--- src/rtl/eth_tx_arb_pkg.sv ---
// Shared types, constants and the round-robin helper for the MAC TX frame arbiter.
package eth_tx_arb_pkg;

    localparam int unsigned S_MAX     = 16;
    localparam int unsigned IDX_MAX_W = 4;

    localparam logic [7:0] ABORT_TDATA = 8'h00;

    typedef enum logic [1:0] {
        IDLE   = 2'd0,
        ACTIVE = 2'd1,
        ABORT  = 2'd2,
        DROP   = 2'd3
    } arb_state_e;

    // First requesting port after 'last', wrapping modulo n; returns 'last' when nobody requests.
    function automatic logic [IDX_MAX_W-1:0] rr_next(
        input logic [S_MAX-1:0]     req,
        input logic [IDX_MAX_W-1:0] last,
        input int unsigned          n
    );
        logic [IDX_MAX_W-1:0] pick;
        logic                 hit;
        int unsigned          idx;
        pick = last;
        hit  = 1'b0;
        for (int unsigned i = 1; i <= S_MAX; i++) begin
            idx = (32'(last) + i) % n;
            if (!hit && (i <= n) && req[idx[IDX_MAX_W-1:0]]) begin
                pick = IDX_MAX_W'(idx);
                hit  = 1'b1;
            end
        end
        return pick;
    endfunction

endpackage

--- src/rtl/eth_rr_pick.sv ---
// Combinational round-robin picker: next requesting port after the last grant.
module eth_rr_pick
    import eth_tx_arb_pkg::*;
#(
    parameter int unsigned S_COUNT = 4,
    localparam int unsigned CL_S = $clog2(S_COUNT)
) (
    input  logic [S_COUNT-1:0] req,
    input  logic [CL_S-1:0]    last,
    output logic [CL_S-1:0]    idx,
    output logic               found
);

    assign found = |req;
    assign idx   = CL_S'(rr_next(S_MAX'(req), IDX_MAX_W'(last), S_COUNT));

endmodule

--- src/rtl/eth_tx_frame_arbiter.sv ---
// Frame-granular round-robin arbiter in front of the MAC TX stream, with a
// mid-frame stall watchdog that closes a dead frame with an errored beat.
module eth_tx_frame_arbiter
    import eth_tx_arb_pkg::*;
#(
    parameter int unsigned S_COUNT       = 4,
    parameter int unsigned DATA_WIDTH    = 8,
    parameter int unsigned STALL_TIMEOUT = 1024,
    localparam int unsigned CL_S = $clog2(S_COUNT)
) (
    input  logic                          clk,
    input  logic                          rst_n,
    input  logic [S_COUNT*DATA_WIDTH-1:0] s_axis_tdata,
    input  logic [S_COUNT-1:0]            s_axis_tvalid,
    output logic [S_COUNT-1:0]            s_axis_tready,
    input  logic [S_COUNT-1:0]            s_axis_tlast,
    input  logic [S_COUNT-1:0]            s_axis_tuser,
    output logic [DATA_WIDTH-1:0]         m_axis_tdata,
    output logic                          m_axis_tvalid,
    input  logic                          m_axis_tready,
    output logic                          m_axis_tlast,
    output logic                          m_axis_tuser,
    output logic                          grant_valid,
    output logic [CL_S-1:0]               grant_index,
    output logic                          stall_abort
);

    localparam int unsigned CNT_W = (STALL_TIMEOUT > 0) ? $clog2(STALL_TIMEOUT + 1) : 1;

    arb_state_e             state;
    arb_state_e             state_nxt;
    logic [CL_S-1:0]        last_grant;
    logic [CL_S-1:0]        pick_idx;
    logic                   pick_found;
    logic [CNT_W-1:0]       stall_cnt;
    logic                   stall_hit;
    logic                   src_tvalid;
    logic                   src_tlast;
    logic                   src_tuser;
    logic [DATA_WIDTH-1:0]  src_tdata;

    assign src_tvalid = s_axis_tvalid[grant_index];
    assign src_tlast  = s_axis_tlast[grant_index];
    assign src_tuser  = s_axis_tuser[grant_index];
    assign src_tdata  = s_axis_tdata[DATA_WIDTH*grant_index +: DATA_WIDTH];
    assign stall_hit  = (STALL_TIMEOUT != 0) && (stall_cnt == CNT_W'(STALL_TIMEOUT));

    eth_rr_pick #(
        .S_COUNT (S_COUNT)
    ) u_pick (
        .req   (s_axis_tvalid),
        .last  (last_grant),
        .idx   (pick_idx),
        .found (pick_found)
    );

    always_ff @(posedge clk or negedge rst_n) begin
        if (!rst_n) begin
            state <= IDLE;
        end else begin
            state <= state_nxt;
        end
    end

    // Grant bookkeeping, stall counter and abort pulse.
    always_ff @(posedge clk or negedge rst_n) begin
        if (!rst_n) begin
            grant_index <= '0;
            last_grant  <= CL_S'(S_COUNT - 1);
            stall_cnt   <= '0;
            stall_abort <= 1'b0;
        end else begin
            stall_abort <= (state == ABORT) && m_axis_tready;
            if ((state == IDLE) && pick_found) begin
                grant_index <= pick_idx;
                last_grant  <= pick_idx;
            end
            if (state != ACTIVE) begin
                stall_cnt <= '0;
            end else if (src_tvalid) begin
                stall_cnt <= '0;
            end else if (stall_cnt != CNT_W'(STALL_TIMEOUT)) begin
                stall_cnt <= stall_cnt + CNT_W'(1);
            end
        end
    end

    // A tlast accepted on the same cycle as the stall limit closes the frame normally.
    always_comb begin
        state_nxt = state;
        case (state)
            IDLE:    if (pick_found) state_nxt = ACTIVE;
            ACTIVE: begin
                if (src_tvalid && m_axis_tready && src_tlast) state_nxt = IDLE;
                else if (stall_hit)                            state_nxt = ABORT;
            end
            ABORT:   if (m_axis_tready) state_nxt = DROP;
            DROP:    if (src_tvalid && src_tlast) state_nxt = IDLE;
            default: state_nxt = IDLE;
        endcase
    end

    always_comb begin
        s_axis_tready = '0;
        m_axis_tdata  = '0;
        m_axis_tvalid = 1'b0;
        m_axis_tlast  = 1'b0;
        m_axis_tuser  = 1'b0;
        grant_valid   = (state != IDLE);
        case (state)
            ACTIVE: begin
                m_axis_tdata               = src_tdata;
                m_axis_tvalid              = src_tvalid;
                m_axis_tlast               = src_tlast;
                m_axis_tuser               = src_tuser;
                s_axis_tready[grant_index] = m_axis_tready;
            end
            ABORT: begin
                m_axis_tdata  = DATA_WIDTH'(ABORT_TDATA);
                m_axis_tvalid = 1'b1;
                m_axis_tlast  = 1'b1;
                m_axis_tuser  = 1'b1;
            end
            DROP:    s_axis_tready[grant_index] = 1'b1;
            default: ;
        endcase
    end

endmodule
--- config.mk ---
export PLATFORM = sky130hd
export DESIGN_NAME = eth_tx_frame_arbiter
export DESIGN_NICKNAME = d
export VERILOG_FILES = /design/src/rtl/eth_tx_arb_pkg.sv /design/src/rtl/eth_rr_pick.sv /design/src/rtl/eth_tx_frame_arbiter.sv
export SDC_FILE = /design/constraint.sdc
export NUM_CORES = 1
export LEC_CHECK = 0
export ABC_AREA = 1
export BUFFER_PORTS_ARGS = -buffer_cell sky130_fd_sc_hd__buf_4
export CAP_MARGIN = 15
export CORE_MARGIN = 2
export CORE_UTILIZATION = 53
export DETAILED_ROUTE_END_ITERATION = 10
export GPL_TIMING_DRIVEN = 0
export PLACE_DENSITY = 0.94
export SYNTH_ARGS = -nofsm -noshare
export SYNTH_HDL_FRONTEND = slang
export SYNTH_SLANG_ARGS = --single-unit
--- constraint.sdc ---
create_clock -name clk -period 2.1 [get_ports clk]
set_input_delay 0.105 -clock clk [delete_from_list [all_inputs] [get_ports clk]]
set_output_delay 0.105 -clock clk [all_outputs]
set_load 0.01 [all_outputs]
* Word level (Yosys, flattened, before mapping) *
Index checks and enable logic that the tools add are counted.

operators by class
  multiplexer cells = 37
  shift operators = 1
  reduce and logical (&&, ||, !) cells = 17
  bitwise logic cells = 1
  $lt $le $gt $ge = 6
  equal/unequal tests = 10
  add/subtract/negate cells = 5

operators with widths
  cell                     count
  $mux W11                 3
  $shiftx A32 B6 Y8        1
  $lt A2 B5 Y1 const B     4
  $mux W2                  9
  $bmux W1 S2              7
  $add A11 B1 Y11 const B  1
  $eq A11 B11 Y1 const B   1
  $mux W1                  11
  $ne A11 B11 Y1 const B   1
  $logic_and A1 B1 Y1      9
  $mux W8                  1
  $pmux W2 S4              1
  $pmux W4 S2              1
  $ne A2 B2 Y1 const B     3
  $pmux W1 S2              3
  $add A2 B1 Y2 const B    2
  $add A2 B2 Y2 const B    2
  $and A4 B4 Y4            1
  $eq A2 B2 Y1 const B     2
  $reduce_and A4 Y1        1
  $reduce_or A4 Y1         1
  $logic_not A1 Y1         3
  $lt A2 B3 Y1 const B     1
  $ne A3 B3 Y1 const B     1
  7 further kinds          7

storage, ports and cells
  bits in registers = 18
  input bits = 47
  word-level logic and storage cells = 82
  output and inout port bits = 19

* Longest topological paths before layout *
  depth in word-level cells = 13
  depth in mapped cells = 13
  mapped depth without buffers = 12

* By module *
From an unflattened synthesis, not the netlist that was laid out.

unflattened totals
  cell total of the unflattened synthesis = 240
  area, all modules = 1680.4 um^2

modules (own cells, without submodules)
  module                area an instance (um^2)  seq. area each (um^2)  instances  cells each
  eth_tx_frame_arbiter  1426.4                   452.9                  1          196
  eth_rr_pick           254.0                    0.0                    1          44

* Least setup slack after synthesis *
No wires, ideal clock.

  path type = register to register
  start = register last_grant[0]
  end = register grant_index[1]
  path buffers = 1
  data required time = 1982 ps
  stages on the path, launching flop included = 13
  arrival = 1276 ps
  setup slack = 706 ps
  period minus slack after synthesis = 1394 ps
  library setup time = 118 ps
  cell sequence = dfstp_2 -> buf_6 -> inv_6 -> nand2_1 -> nand2_2 -> nand2_2 -> nand2_4 -> nor2_1 -> nand2_1 -> nand3_1 -> nand2_1 -> nand2_1 -> nand2_1

on the way
  word-level cells in the longest chain between the ends = 13
  elaborated cells between the ends (all ways) = 25
  classes of those cells = 4 x add/sub; 15 x mux; 6 x reduce/logical

RTL lines
  element                        RTL line                    text
  start, declared                eth_tx_frame_arbiter.sv:32  logic [CL_S-1:0] last_grant;
  start signal, assigned         eth_tx_frame_arbiter.sv:69  last_grant <= CL_S'(S_COUNT - 1);
  start signal, assigned         eth_tx_frame_arbiter.sv:76  last_grant <= pick_idx;
  $add A2 B1 Y2                  eth_tx_arb_pkg.sv:28        idx = (32'(last) + i) % n;
  $bmux W1 S2                    eth_tx_arb_pkg.sv:29        if (!hit && (i <= n) && req[idx[IDX_MAX_W-1:0]]) begin
  $mux W1 (implied by the code)  eth_tx_arb_pkg.sv:29
  $mux W1                        eth_tx_arb_pkg.sv:29
  $logic_not A1 Y1               eth_tx_arb_pkg.sv:29
  $logic_and A1 B1 Y1            eth_tx_arb_pkg.sv:29
  $mux W1                        eth_tx_arb_pkg.sv:29
  $logic_not A1 Y1               eth_tx_arb_pkg.sv:29
  $logic_and A1 B1 Y1            eth_tx_arb_pkg.sv:29
  $mux W1                        eth_tx_arb_pkg.sv:29
  $logic_not A1 Y1               eth_tx_arb_pkg.sv:29
  $logic_and A1 B1 Y1            eth_tx_arb_pkg.sv:29
  $mux W2 (*)                    eth_tx_arb_pkg.sv:29
  end signal, assigned           eth_tx_frame_arbiter.sv:75  grant_index <= pick_idx;
  end, declared                  eth_tx_frame_arbiter.sv:24  output logic [CL_S-1:0] grant_index,

Mark *: on every way between the ends. The rest lies on a longest branch, timed or not. The select of a mux whose other input is x is not followed.
A chain may end at the register's enable or synchronous reset.

* Final worst setup path *
  start = register grant_index[0]
  end = output m_axis_tdata[0]

on the way
  word-level cells in the longest chain between the ends = 2

RTL lines
  element            RTL line                     text
  $shiftx A32 B6 Y8  eth_tx_frame_arbiter.sv:45   assign src_tdata = s_axis_tdata[DATA_WIDTH*grant_index +: DATA_WIDTH];
  $mux W8            eth_tx_frame_arbiter.sv:110  case (state)
  end, declared      eth_tx_frame_arbiter.sv:18   output logic [DATA_WIDTH-1:0] m_axis_tdata,

No other way between the ends.

==> flow_metrics.tcl <==
set metrics [dict create \
    status "finished, final reports clean" \
    drive_above_1_share_pct 35.87 \
    muxShareOfSynthArea_pct 0 \
    die_w_um 60.54 \
    fin_nets 370 \
    async_flop_share_pct 100.0 \
    ctsHoldBuffers 1 \
    avgRoutedWirePerCell_um 12.35 \
    critPathCaptureType "primary output" \
    grt_use_total_pct 24.83 \
    cts_setup_buffers 0 \
    cap_violations 0 \
    synth_compound_area_share_pct 13.66 \
    fmax_ghz 0.5208 \
    insertedDiodeCount 0 \
    grt-ovfl-total 0 \
    path_clk_slew_ns 0.10 \
    cts_made_buffers 3 \
    ys_seq_elements 18 \
    slew_headroom_pct 67.70 \
    ant_nets 0 \
    synth_top_area_share_pct 23.63 \
    crit_path_top_delay_cell "dfrtp_1" \
    cp_max_fo 10 \
    tightest_slew_ns 0.4845 \
    setup-violations-final 0 \
    vias_per_cell 5.212 \
    syn_avg_cell_area_sq_um 6.915 \
    tns_ns 0 \
    clk_latency_ns 0.29 \
    path_class "register to primary output" \
    syn_nets 299 \
    clk_path_buf_depth 2 \
    synthCells 245 \
    vias 1871 \
    coreArea_sq_um 3053 \
    drc 0 \
    yosys.area_share.simple_pct 43.50 \
    clock-skew-final_ns 0.001939 \
    post_cts_resized 0 \
    yosys_most_used_dff "dfrtp_1" \
    clock_sinks 18 \
    drt_iter0_drc 93 \
    rows 20 \
    port_buffers 65 \
    synthTopCellsByArea "dfrtp_1 (24%), nand2_1 (15%), nand3_1 (8.3%)" \
    wl_um 4432 \
    grt_start_max_net_pins 19 \
    synth_warnings 0 \
    yosys.cell_types.count 36 \
    cp_cell_sequence "buf_6, inv_6, clkbuf_1, nand3_1, a31oi_1, buf_4" \
    grt_pass1_wl_um 6975 \
    place_congestion 0.8285 \
    root_buffer "clkbuf_4" \
    rsz0062_at_grt "no" \
    min_path_type "input port to register" \
    synth_fa_ha_area_share_pct 5.170 \
    irDropWorstVdd_v 0.0005902 \
    period_needed_ns 1.920 \
    required_ns 2.00 \
    cpPeakStageDelay_ns 0.41 \
    yosysTopAreaCell "dfrtp_1" \
    p_leak_nw 1.149 \
    drt_first_pass_iters 4 \
    synthTopCellsByCount "nand2_1 (67), nand3_1 (28), nor2_1 (18), dfrtp_1 (16), inv_1 (16)" \
    grt_pass1_vias 1672 \
    hold_viol_final 0 \
    post-synth-top-count-cell "nand2_1" \
    ys_seq_area_share_pct 26.74 \
    dp_hpwl_um 3450 \
    die_area_sq_um 3664 \
    powerDensity_nw_per_um2 1139 \
    dieHeight_um 60.54 \
    h-tree-depth 1 \
    synth_edf_count 0 \
    antenna_found_initial 0 \
    arrival_ns 1.82 \
    start_util_pct 55.49 \
    post-route-period-util_pct 91.44 \
    cts_tree "yes" \
    synth-xor-area-share_pct 2.068 \
    synth_top_family_by_area "simple AND/OR/NAND/NOR gates" \
    fin_util_pct 74.80 \
    slew_violations 0 \
    floorplan.io_pins 66 \
    netlist_area_sq_um 1694 \
    syn2layout_area_growth_pct 34.79 \
    worstSetupStartpointType "register" \
]
## sequential cells by signal (all words and copies together), names as in the netlist, named ones only
name         flops
stall_cnt       11
grant_index      2
last_grant       2
stall_abort      1
state            1
## metal layers
metal | GRT usage (%) | part of all wire, %
met5 | 0 | 0
met1 | 30.50 | 43
met2 | 43.94 | 50
met3 | 5.970 | 5.1
met4 | 6.211 | 1.4
## worst max-delay path, delay by kind of cell, from the launching register on
family                 cells  cell delay, ns
AOI/OAI and AO/OA          1            0.25
buffers and inverters      4            0.74
DFF                        1            0.41
and+or+nand+nor            1            0.13
## cells by family (layout without fill, tap and decap cells)
logic type | count (synthesis) | after routing
xor+xnor | 4 | 4
fa+ha+maj | 7 | 7
buf+inv | 32 | 102
simple gates | 149 | 149
compound gates | 35 | 35
flops | 18 | 18
## cell type report
type / instances / area [sq um]
multi-input combinational: 195 / 1091
inverter: 25 / 106.4
clock buffer: 4 / 36.28
tap: 44 / 55.05
timing repair buffer: 66 / 498.0
buffer: 7 / 43.79
fill: 260 / 769.5
sequential: 18 / 452.9
## path summary, 6_finish.rpt
check	startpoint	end	slack [ns]	cells past startpoint
max	grant_index[0]	m_axis_tdata[0]	0.18	6
min	m_axis_tready	stall_abort	0.05	3
max reg2reg	register	stall_cnt[2]	0.50	7
min reg2reg	last_grant[1]	last_grant[1]	0.52	2
max in group asynchronous	rst_n	last_grant[0]	1.63	2
min in group asynchronous	rst_n	stall_cnt[8]	0.21	2
## power by group
group,switching (mW),leakage (nW),internal [mW]
logic,1.17,0.891,0.728
registers,0.0648,0.238,0.428
clock network,0.101,0.0210,0.106
total,1.34,1.15,1.26
## placed cells by master (no fill, tap or decap), types with 4 or more instances in the layout
cell type,instances
nand2_2,11
nand2_1,67
inv_2,6
ha_1,7
a22oi_1,9
nor2_1,18
nor3_1,5
a21oi_1,11
a31oi_1,8
nand3_1,28
dfrtp_1,16
nor2_2,5
nand4_1,4
inv_1,16
buf_4,65
## through the flow
step / total power [mW] / area (sq um) / instances / hold WS, ns / setup WS [ns]
final: 2.600 / 2283 / 359 / 0.05000 / 0.1799
after global placement: 2.347 / 2237 / 354 / -0.01835 / 0.5079
after global routing: 2.829 / 2283 / 359 / 0.07193 / 0.04102
after CTS: 2.605 / 2283 / 359 / 0.05244 / 0.1766
after floorplan: 1.825 / 1694 / 245 / -0.1906 / 0.7058
after detailed placement: 2.386 / 2237 / 354 / -0.02051 / 0.5203
Note: power is estimated with default switching activity, not from simulation.
